**config.mk**
```make
export PLATFORM = sky130hd
export DESIGN_NAME = contador_scheduler_flat
export DESIGN_NICKNAME = d
export VERILOG_FILES = /design/src/rtl/contador_scheduler_if.sv /design/src/rtl/contador_scheduler.sv /design/src/flat_wrapper.sv
export SDC_FILE = /design/constraint.sdc
export NUM_CORES = 1
export LEC_CHECK = 0
export CORE_AREA = 2 2 108 110
export CTS_CLUSTER_DIAMETER = 150
export DETAILED_ROUTE_END_ITERATION = 7
export DIE_AREA = 0 0 110 112
export GPL_TIMING_DRIVEN = 0
export HOLD_SLACK_MARGIN = 0.06
export PLACE_DENSITY = 0.89
export RECOVER_POWER = 25
export SLEW_MARGIN = 20
export SYNTH_ARGS = -nofsm -noshare
export SYNTH_HDL_FRONTEND = slang
export SYNTH_SLANG_ARGS = --single-unit
export TNS_END_PERCENT = 100
```
**constraint.sdc**
```tcl
create_clock -name clk -period 3.98 [get_ports clk]
set_input_delay 0.398 -clock clk [delete_from_list [all_inputs] [get_ports clk]]
set_output_delay 0.398 -clock clk [all_outputs]
set_load 0.03 [all_outputs]
```
**src/rtl/contador_scheduler_if.sv**
```systemverilog
// -----------------------------------------------------------------------------
// contador_scheduler_if
// Purpose : bundles the two requester job ports, the job result/status
//           outputs and the pins toward the shared 32-bit contador instance.
// Modports:
//   master - the scheduler: samples REQ/MODO/D/LEN and C_Q/C_RCO, drives
//            GNT/DONE/RESULT/RCO_FLAG/BUSY and C_RESET/C_ENABLE/C_MODO/C_D.
//   slave  - the environment (requesters plus counter), mirror directions.
// Signals:
//   REQ0/1    job request, held high until own DONE
//   MODO0/1   count mode used during RUN
//   D0/1      preload value
//   LEN0/1    number of RUN cycles
//   GNT0/1    requester owns the counter
//   DONE0/1   one-cycle job-complete pulse
//   RESULT    final counter Q of the last job
//   RCO_FLAG  C_RCO seen during the last job's RUN
//   BUSY      scheduler not idle
//   C_*       counter RESET/ENABLE/MODO/D/Q/RCO pins
// -----------------------------------------------------------------------------
interface contador_scheduler_if #(
    parameter int unsigned LEN_W = 16
);
    logic             REQ0;
    logic             REQ1;
    logic [1:0]       MODO0;
    logic [1:0]       MODO1;
    logic [31:0]      D0;
    logic [31:0]      D1;
    logic [LEN_W-1:0] LEN0;
    logic [LEN_W-1:0] LEN1;

    logic             GNT0;
    logic             GNT1;
    logic             DONE0;
    logic             DONE1;
    logic [31:0]      RESULT;
    logic             RCO_FLAG;
    logic             BUSY;

    logic             C_RESET;
    logic             C_ENABLE;
    logic [1:0]       C_MODO;
    logic [31:0]      C_D;
    logic [31:0]      C_Q;
    logic             C_RCO;

    modport master (
        input  REQ0, REQ1, MODO0, MODO1, D0, D1, LEN0, LEN1,
        input  C_Q, C_RCO,
        output GNT0, GNT1, DONE0, DONE1, RESULT, RCO_FLAG, BUSY,
        output C_RESET, C_ENABLE, C_MODO, C_D
    );

    modport slave (
        output REQ0, REQ1, MODO0, MODO1, D0, D1, LEN0, LEN1,
        output C_Q, C_RCO,
        input  GNT0, GNT1, DONE0, DONE1, RESULT, RCO_FLAG, BUSY,
        input  C_RESET, C_ENABLE, C_MODO, C_D
    );
endinterface

```
**src/rtl/contador_scheduler.sv**
```systemverilog
// -----------------------------------------------------------------------------
// contador_scheduler
// Purpose : round-robin sharing of one 32-bit contador between two requesters.
//           A job clears the counter, preloads D, counts for LEN cycles in the
//           requested mode, then reports the final Q and whether RCO was seen.
// Ports   :
//   clk    - single clock, rising edge
//   RESET  - synchronous active-high reset; also forces C_RESET while high
//   bus    - contador_scheduler_if.master (job ports, status, counter pins)
// Parameters:
//   LEN_W        width of LEN0/LEN1 and the RUN cycle counter
//   STOP_ON_RCO  1 = leave RUN after the first cycle with C_RCO high
//   PRIO_INIT    requester favoured on the first contended arbitration
// -----------------------------------------------------------------------------
module contador_scheduler #(
    parameter int unsigned LEN_W       = 16,
    parameter bit          STOP_ON_RCO = 1'b0,
    parameter bit          PRIO_INIT   = 1'b0
) (
    input  logic                 clk,
    input  logic                 RESET,
    contador_scheduler_if.master bus
);

    localparam int unsigned DATA_W    = 32;
    localparam int unsigned MODO_W    = 2;
    localparam logic [MODO_W-1:0] MODO_LOAD = 2'b11;

    typedef enum logic [2:0] {
        S_IDLE  = 3'd0,
        S_CLEAR = 3'd1,
        S_LOAD  = 3'd2,
        S_RUN   = 3'd3,
        S_DRAIN = 3'd4,
        S_FIN   = 3'd5
    } state_t;

    state_t              r_state;
    state_t              w_next_state;

    logic                r_owner;      // requester owning the current job
    logic                r_prio;       // requester favoured when both request
    logic [MODO_W-1:0]   r_modo;
    logic [DATA_W-1:0]   r_d;
    logic [LEN_W-1:0]    r_len;
    logic [LEN_W-1:0]    r_run_cnt;
    logic [DATA_W-1:0]   r_result;
    logic                r_rco_flag;

    logic                w_any_req;
    logic                w_win;
    logic                w_run_last;
    logic                w_gnt;

    // Winner: a lone requester wins; on contention the favoured one wins.
    always_comb begin : arbiter
        w_any_req = bus.REQ0 | bus.REQ1;
        w_win     = (bus.REQ0 && bus.REQ1) ? r_prio : bus.REQ1;
    end

    // Last RUN cycle once the counter reaches LEN-1; LEN is never 0 in RUN,
    // so the full 2^LEN_W-1 range runs without wrapping.
    always_comb begin : run_last
        w_run_last = (r_run_cnt == (r_len - LEN_W'(1)));
    end

    // State register.
    always_ff @(posedge clk) begin : state_reg
        if (RESET) begin
            r_state <= S_IDLE;
        end else begin
            r_state <= w_next_state;
        end
    end

    // Next-state and output decode from registered state and job registers.
    always_comb begin : fsm_comb
        w_next_state = r_state;
        w_gnt        = 1'b0;
        bus.GNT0     = 1'b0;
        bus.GNT1     = 1'b0;
        bus.DONE0    = 1'b0;
        bus.DONE1    = 1'b0;
        bus.BUSY     = 1'b0;
        bus.C_RESET  = RESET;
        bus.C_ENABLE = 1'b0;
        bus.C_MODO   = '0;
        bus.C_D      = '0;
        bus.RESULT   = r_result;
        bus.RCO_FLAG = r_rco_flag;

        case (r_state)
            S_IDLE: begin
                if (w_any_req) begin
                    w_next_state = S_CLEAR;
                end
            end
            S_CLEAR: begin
                w_gnt        = 1'b1;
                bus.C_RESET  = 1'b1;
                w_next_state = S_LOAD;
            end
            S_LOAD: begin
                w_gnt        = 1'b1;
                bus.C_ENABLE = 1'b1;
                bus.C_MODO   = MODO_LOAD;
                bus.C_D      = r_d;
                w_next_state = (r_len == '0) ? S_DRAIN : S_RUN;
            end
            S_RUN: begin
                w_gnt        = 1'b1;
                bus.C_ENABLE = 1'b1;
                bus.C_MODO   = r_modo;
                bus.C_D      = r_d;
                if (w_run_last || (STOP_ON_RCO && bus.C_RCO)) begin
                    w_next_state = S_DRAIN;
                end
            end
            S_DRAIN: begin
                w_gnt        = 1'b1;
                w_next_state = S_FIN;
            end
            S_FIN: begin
                w_gnt        = 1'b1;
                bus.DONE0    = ~r_owner;
                bus.DONE1    = r_owner;
                w_next_state = S_IDLE;
            end
            default: begin
                w_next_state = S_IDLE;
            end
        endcase

        bus.BUSY = (r_state != S_IDLE);
        bus.GNT0 = w_gnt & ~r_owner;
        bus.GNT1 = w_gnt & r_owner;
    end

    // Job capture, RUN counting, result capture and round-robin pointer.
    always_ff @(posedge clk) begin : job_regs
        if (RESET) begin
            r_owner    <= 1'b0;
            r_prio     <= PRIO_INIT;
            r_modo     <= '0;
            r_d        <= '0;
            r_len      <= '0;
            r_run_cnt  <= '0;
            r_result   <= '0;
            r_rco_flag <= 1'b0;
        end else begin
            case (r_state)
                S_IDLE: begin
                    if (w_any_req) begin
                        r_owner <= w_win;
                        r_modo  <= w_win ? bus.MODO1 : bus.MODO0;
                        r_d     <= w_win ? bus.D1    : bus.D0;
                        r_len   <= w_win ? bus.LEN1  : bus.LEN0;
                    end
                end
                S_LOAD: begin
                    r_run_cnt  <= '0;
                    r_rco_flag <= 1'b0;
                end
                S_RUN: begin
                    r_run_cnt <= r_run_cnt + LEN_W'(1);
                    if (bus.C_RCO) begin
                        r_rco_flag <= 1'b1;
                    end
                end
                S_DRAIN: begin
                    r_result <= bus.C_Q;
                end
                S_FIN: begin
                    // The requester just served yields priority.
                    r_prio <= ~r_owner;
                end
                default: begin
                end
            endcase
        end
    end

endmodule

```
**src/flat_wrapper.sv**
```systemverilog
// flat-port wrapper written by rule: the top's interface ports become plain ports
module contador_scheduler_flat 
#(
    parameter int unsigned LEN_W       = 16,
    parameter bit          STOP_ON_RCO = 1'b0,
    parameter bit          PRIO_INIT   = 1'b0
)
  (clk, RESET, bus_REQ0, bus_REQ1, bus_MODO0, bus_MODO1, bus_D0, bus_D1, bus_LEN0, bus_LEN1, bus_C_Q, bus_C_RCO, bus_GNT0, bus_GNT1, bus_DONE0, bus_DONE1, bus_RESULT, bus_RCO_FLAG, bus_BUSY, bus_C_RESET, bus_C_ENABLE, bus_C_MODO, bus_C_D);
  contador_scheduler_if #(.LEN_W(LEN_W)) bus_i ();
  input  logic clk;
  input  logic RESET;
  input wire logic [$bits(bus_i.REQ0)-1:0] bus_REQ0;
  input wire logic [$bits(bus_i.REQ1)-1:0] bus_REQ1;
  input wire logic [$bits(bus_i.MODO0)-1:0] bus_MODO0;
  input wire logic [$bits(bus_i.MODO1)-1:0] bus_MODO1;
  input wire logic [$bits(bus_i.D0)-1:0] bus_D0;
  input wire logic [$bits(bus_i.D1)-1:0] bus_D1;
  input wire logic [$bits(bus_i.LEN0)-1:0] bus_LEN0;
  input wire logic [$bits(bus_i.LEN1)-1:0] bus_LEN1;
  input wire logic [$bits(bus_i.C_Q)-1:0] bus_C_Q;
  input wire logic [$bits(bus_i.C_RCO)-1:0] bus_C_RCO;
  output wire logic [$bits(bus_i.GNT0)-1:0] bus_GNT0;
  output wire logic [$bits(bus_i.GNT1)-1:0] bus_GNT1;
  output wire logic [$bits(bus_i.DONE0)-1:0] bus_DONE0;
  output wire logic [$bits(bus_i.DONE1)-1:0] bus_DONE1;
  output wire logic [$bits(bus_i.RESULT)-1:0] bus_RESULT;
  output wire logic [$bits(bus_i.RCO_FLAG)-1:0] bus_RCO_FLAG;
  output wire logic [$bits(bus_i.BUSY)-1:0] bus_BUSY;
  output wire logic [$bits(bus_i.C_RESET)-1:0] bus_C_RESET;
  output wire logic [$bits(bus_i.C_ENABLE)-1:0] bus_C_ENABLE;
  output wire logic [$bits(bus_i.C_MODO)-1:0] bus_C_MODO;
  output wire logic [$bits(bus_i.C_D)-1:0] bus_C_D;
  assign bus_i.REQ0 = bus_REQ0;
  assign bus_i.REQ1 = bus_REQ1;
  assign bus_i.MODO0 = bus_MODO0;
  assign bus_i.MODO1 = bus_MODO1;
  assign bus_i.D0 = bus_D0;
  assign bus_i.D1 = bus_D1;
  assign bus_i.LEN0 = bus_LEN0;
  assign bus_i.LEN1 = bus_LEN1;
  assign bus_i.C_Q = bus_C_Q;
  assign bus_i.C_RCO = bus_C_RCO;
  assign bus_GNT0 = bus_i.GNT0;
  assign bus_GNT1 = bus_i.GNT1;
  assign bus_DONE0 = bus_i.DONE0;
  assign bus_DONE1 = bus_i.DONE1;
  assign bus_RESULT = bus_i.RESULT;
  assign bus_RCO_FLAG = bus_i.RCO_FLAG;
  assign bus_BUSY = bus_i.BUSY;
  assign bus_C_RESET = bus_i.C_RESET;
  assign bus_C_ENABLE = bus_i.C_ENABLE;
  assign bus_C_MODO = bus_i.C_MODO;
  assign bus_C_D = bus_i.C_D;
  contador_scheduler #(.LEN_W(LEN_W), .STOP_ON_RCO(STOP_ON_RCO), .PRIO_INIT(PRIO_INIT)) u_core (.clk(clk), .RESET(RESET), .bus(bus_i));
endmodule
```
==> reports/metrics.yaml <==
status:
  status: "completed"
logic_synthesis:
  synth-edff-count: 0
  synthDistinctLibCells: 57
  netlist_area_mm2: 0.00517
  syn_area_per_cell_um2: 8.37
  synth.area.top_cells: "dfxtp_1 (40%), mux2i_1 (9.9%), a211oi_1 (7.7%)"
  synthMuxAreaShare_pct: 11.2
  syn_nets: 758
  ys_async_sr_fraction_pct: 0
  synth_fa_ha_area_share_pct: 0.725
  ys.flop_type: "dfxtp_1"
  synthSimpleGateAreaFrac_pct: 24.7
  synth_top_area_share_pct: 40.2
  synth_top_family_by_area: "simple AND/OR/NAND/NOR gates"
  seq_area_frac_synth_pct: 40.2
  yosysWarnings: 0
  synth-xor-area-share_pct: 3.38
  ys_ff_latch: 104
  synth_compound_area_share_pct: 15.6
  synth_top_area_cell: "dfxtp_1"
  synth_cells: 618
clock_tree:
  cts_buffers: 9
  postCtsHoldBufs: 0
  cts_setup_buffers: 0
  h-tree-depth: 3
  max-clock-path-buffers: 2
  cts_tree: "built"
  cts.sinks: 104
  clkLatencyLatePin_ps: 350
  cts_resized: 0
  cts.clk_slew.worst_paths_ps: 70
  clockRootBuffer: "clkbuf_16"
global_routing:
  antenna_found_initial: 0
  grt_pass1_vias: 5121
  grt_max_degree: 19
  grt_pass1_wl_um: 24200
  grt_overflow: 0
  grt_use_total_pct: 24.9
floorplan:
  core_mm2: 0.0112
  pin_count: 211
  die_height_um: 112
  die_w_um: 110
  dieArea_mm2: 0.0123
  start_util_pct: 46.3
  fp-row-count: 39
cells_and_area:
  drive_above_1_share_pct: 5.46
  final_common_cell: "clkdlybuf4s50_1"
  antenna_cells: 0
  fin_nets: 978
  area_delta_synth_final_pct: 49.3
  layout_common_cells: "clkdlybuf4s50_1 (176), dfxtp_1 (104), nand2_1 (84), nor2_1 (73), a211oi_1 (53)"
  instances_no_fill: 986
drt:
  ant_nets: 0
  wl_per_cell_um: 15.3
  finalWirelength_um: 15100
  dr_total_vias: 5245
  drt_pass1_iterations: 5
  drt_iter0_markers: 284
  via_per_inst: 5.32
  drc: 0
setup_path:
  arrival_ps: 3070
  worstReg2RegEnd: "u_core.r_state[2]"
  cp_max_fo: 10
  endpoint_kind: "output port"
  endpoint: "bus_C_MODO[1]"
  ff2ff_path_depth: 8
  startpoint: "u_core.r_state[1]"
  rrSetupSlack_ps: 1670
  crit_type: "reg2out"
  reg2reg_from: "u_core.r_len[0]"
  worstSetupStartpointType: "flip-flop"
  worstPathRequired_ps: 3580
sta:
  max_freq_mhz: 288
  relSlewSlack_pct: 45.4
  tightestPinTransition_ps: 819
  period_share_pct: 87.2
  fin_crit_ps: 3470
  fin_skew_ps: 9.40
  rsz0062_at_grt: "no"
  setup-tns-final_ps: 0
  finalSetupViolCount: 0
  report.final.hold_viol_count: 0
  setup_ws_ps: 509
  drv_slew: 0
hold_path:
  hp-start: "u_core.bus.RESULT[26]"
  hp-class: "reg2reg"
placed_design:
  post-place-ws_ps: 1090
  place.gp.congestion: 0.853
  port_buffers: 209
  hpwl_um: 11500
  dp_cells: 970
power:
  vdd_drop_max_v: 0.000278
  power_leakage_nw: 3.04
  p_per_area_mw_per_mm2: 446
run:
  cap_violations: 0
==> cells in the mapped netlist, drive strengths merged, types with 2 or more instances <==
cell	n
o22ai	3
buf	7
nand3	13
nor4b	2
and2	33
o211ai	2
o31a	2
and3b	2
mux2i	51
o21ai	5
nor2b	2
nor3b	2
nand4	7
ha	3
o21a	2
nor4	6
nor2	73
nand2	84
or2	6
nor3	11
and3	4
mux2	6
dfxtp	104
inv	9
nand2b	4
clkbuf	39
and4b	2
a21oi	47
a211oi	54
xnor2	19
==> worst max-delay path, cell delays in order (launching register included) <==
cell and delay, ps:
dfxtp_1 310, clkbuf_1 290, nand2b_1 160, inv_1 210, clkbuf_1 410, clkbuf_1 430
o21a_1 200, clkdlybuf4s50_1 720
==> cell type report <==
type,count,area (um^2)
fillers,876,3450
multi-input cells,459,2880
repair buffers,209,2090
flip-flops and latches,104,2080
clock buffers,10,229
plain buffers,46,180
well taps,143,179
clock inverters,6,50.0
inverters,9,33.8
==> cell families after synthesis <==
logic type,Yosys count
and+or+nand+nor,256
AOI/OAI and AO/OA,123
DFF,104
muxes,57
buffers and inverters,55
xor gates and xnor gates,20
adders and majority gates,3
==> per-layer routing <==
| layer | GRT usage, % | share of wire (%) | vias to the layer above |
|---|---|---|---|
| met3 | 6.09 | 7.2 | 38 |
| met2 | 44.8 | 52 | 197 |
| met4 | 10.0 | 2.9 | 0 |
| met1 | 27.6 | 38 | 2410 |
| li1 | - | - | 2600 |
| met5 | 0 | 0 | - |
==> power breakdown <==
part           total [W]  switching, W  leakage [nW]  internal, W
logic            0.00129      0.000716          2.05     0.000571
registers        0.00131      0.000119         0.851      0.00119
clock network   0.000848      0.000414         0.135     0.000434
total            0.00344       0.00125          3.04      0.00219
==> through the flow <==
step	util, %	hold WS, ps	instance area [um^2]	power (W)
floorplan	-	457	5170	0.00214
global placement	66.6	441	7450	0.00258
detailed placement	66.6	447	7450	0.00260
CTS	69.1	457	7720	0.00345
global route	69.1	472	7720	0.00362
finish	69.1	451	7720	0.00344
==> registers in the layout, summed over array words and instances (netlist names) <==
register,count
u_core.r_owner,1
u_core.bus.RESULT,32
u_core.r_state,3
u_core.r_run_cnt,16
u_core.r_prio,1
u_core.bus.RCO_FLAG,1
u_core.r_d,32
u_core.r_len,16
u_core.r_modo,2
==> how the worst min path moves through the flow <==
stage               depth (start not counted)               endpoint
floorplan                                   2          u_core.r_prio
detailed placement                          2  u_core.bus.RESULT[13]
CTS                                         2  u_core.bus.RESULT[13]
global route                                2  u_core.bus.RESULT[19]
finish                                      2  u_core.bus.RESULT[26]
global placement                            2   u_core.bus.RESULT[6]
Note: power is estimated with default switching activity, not from simulation.
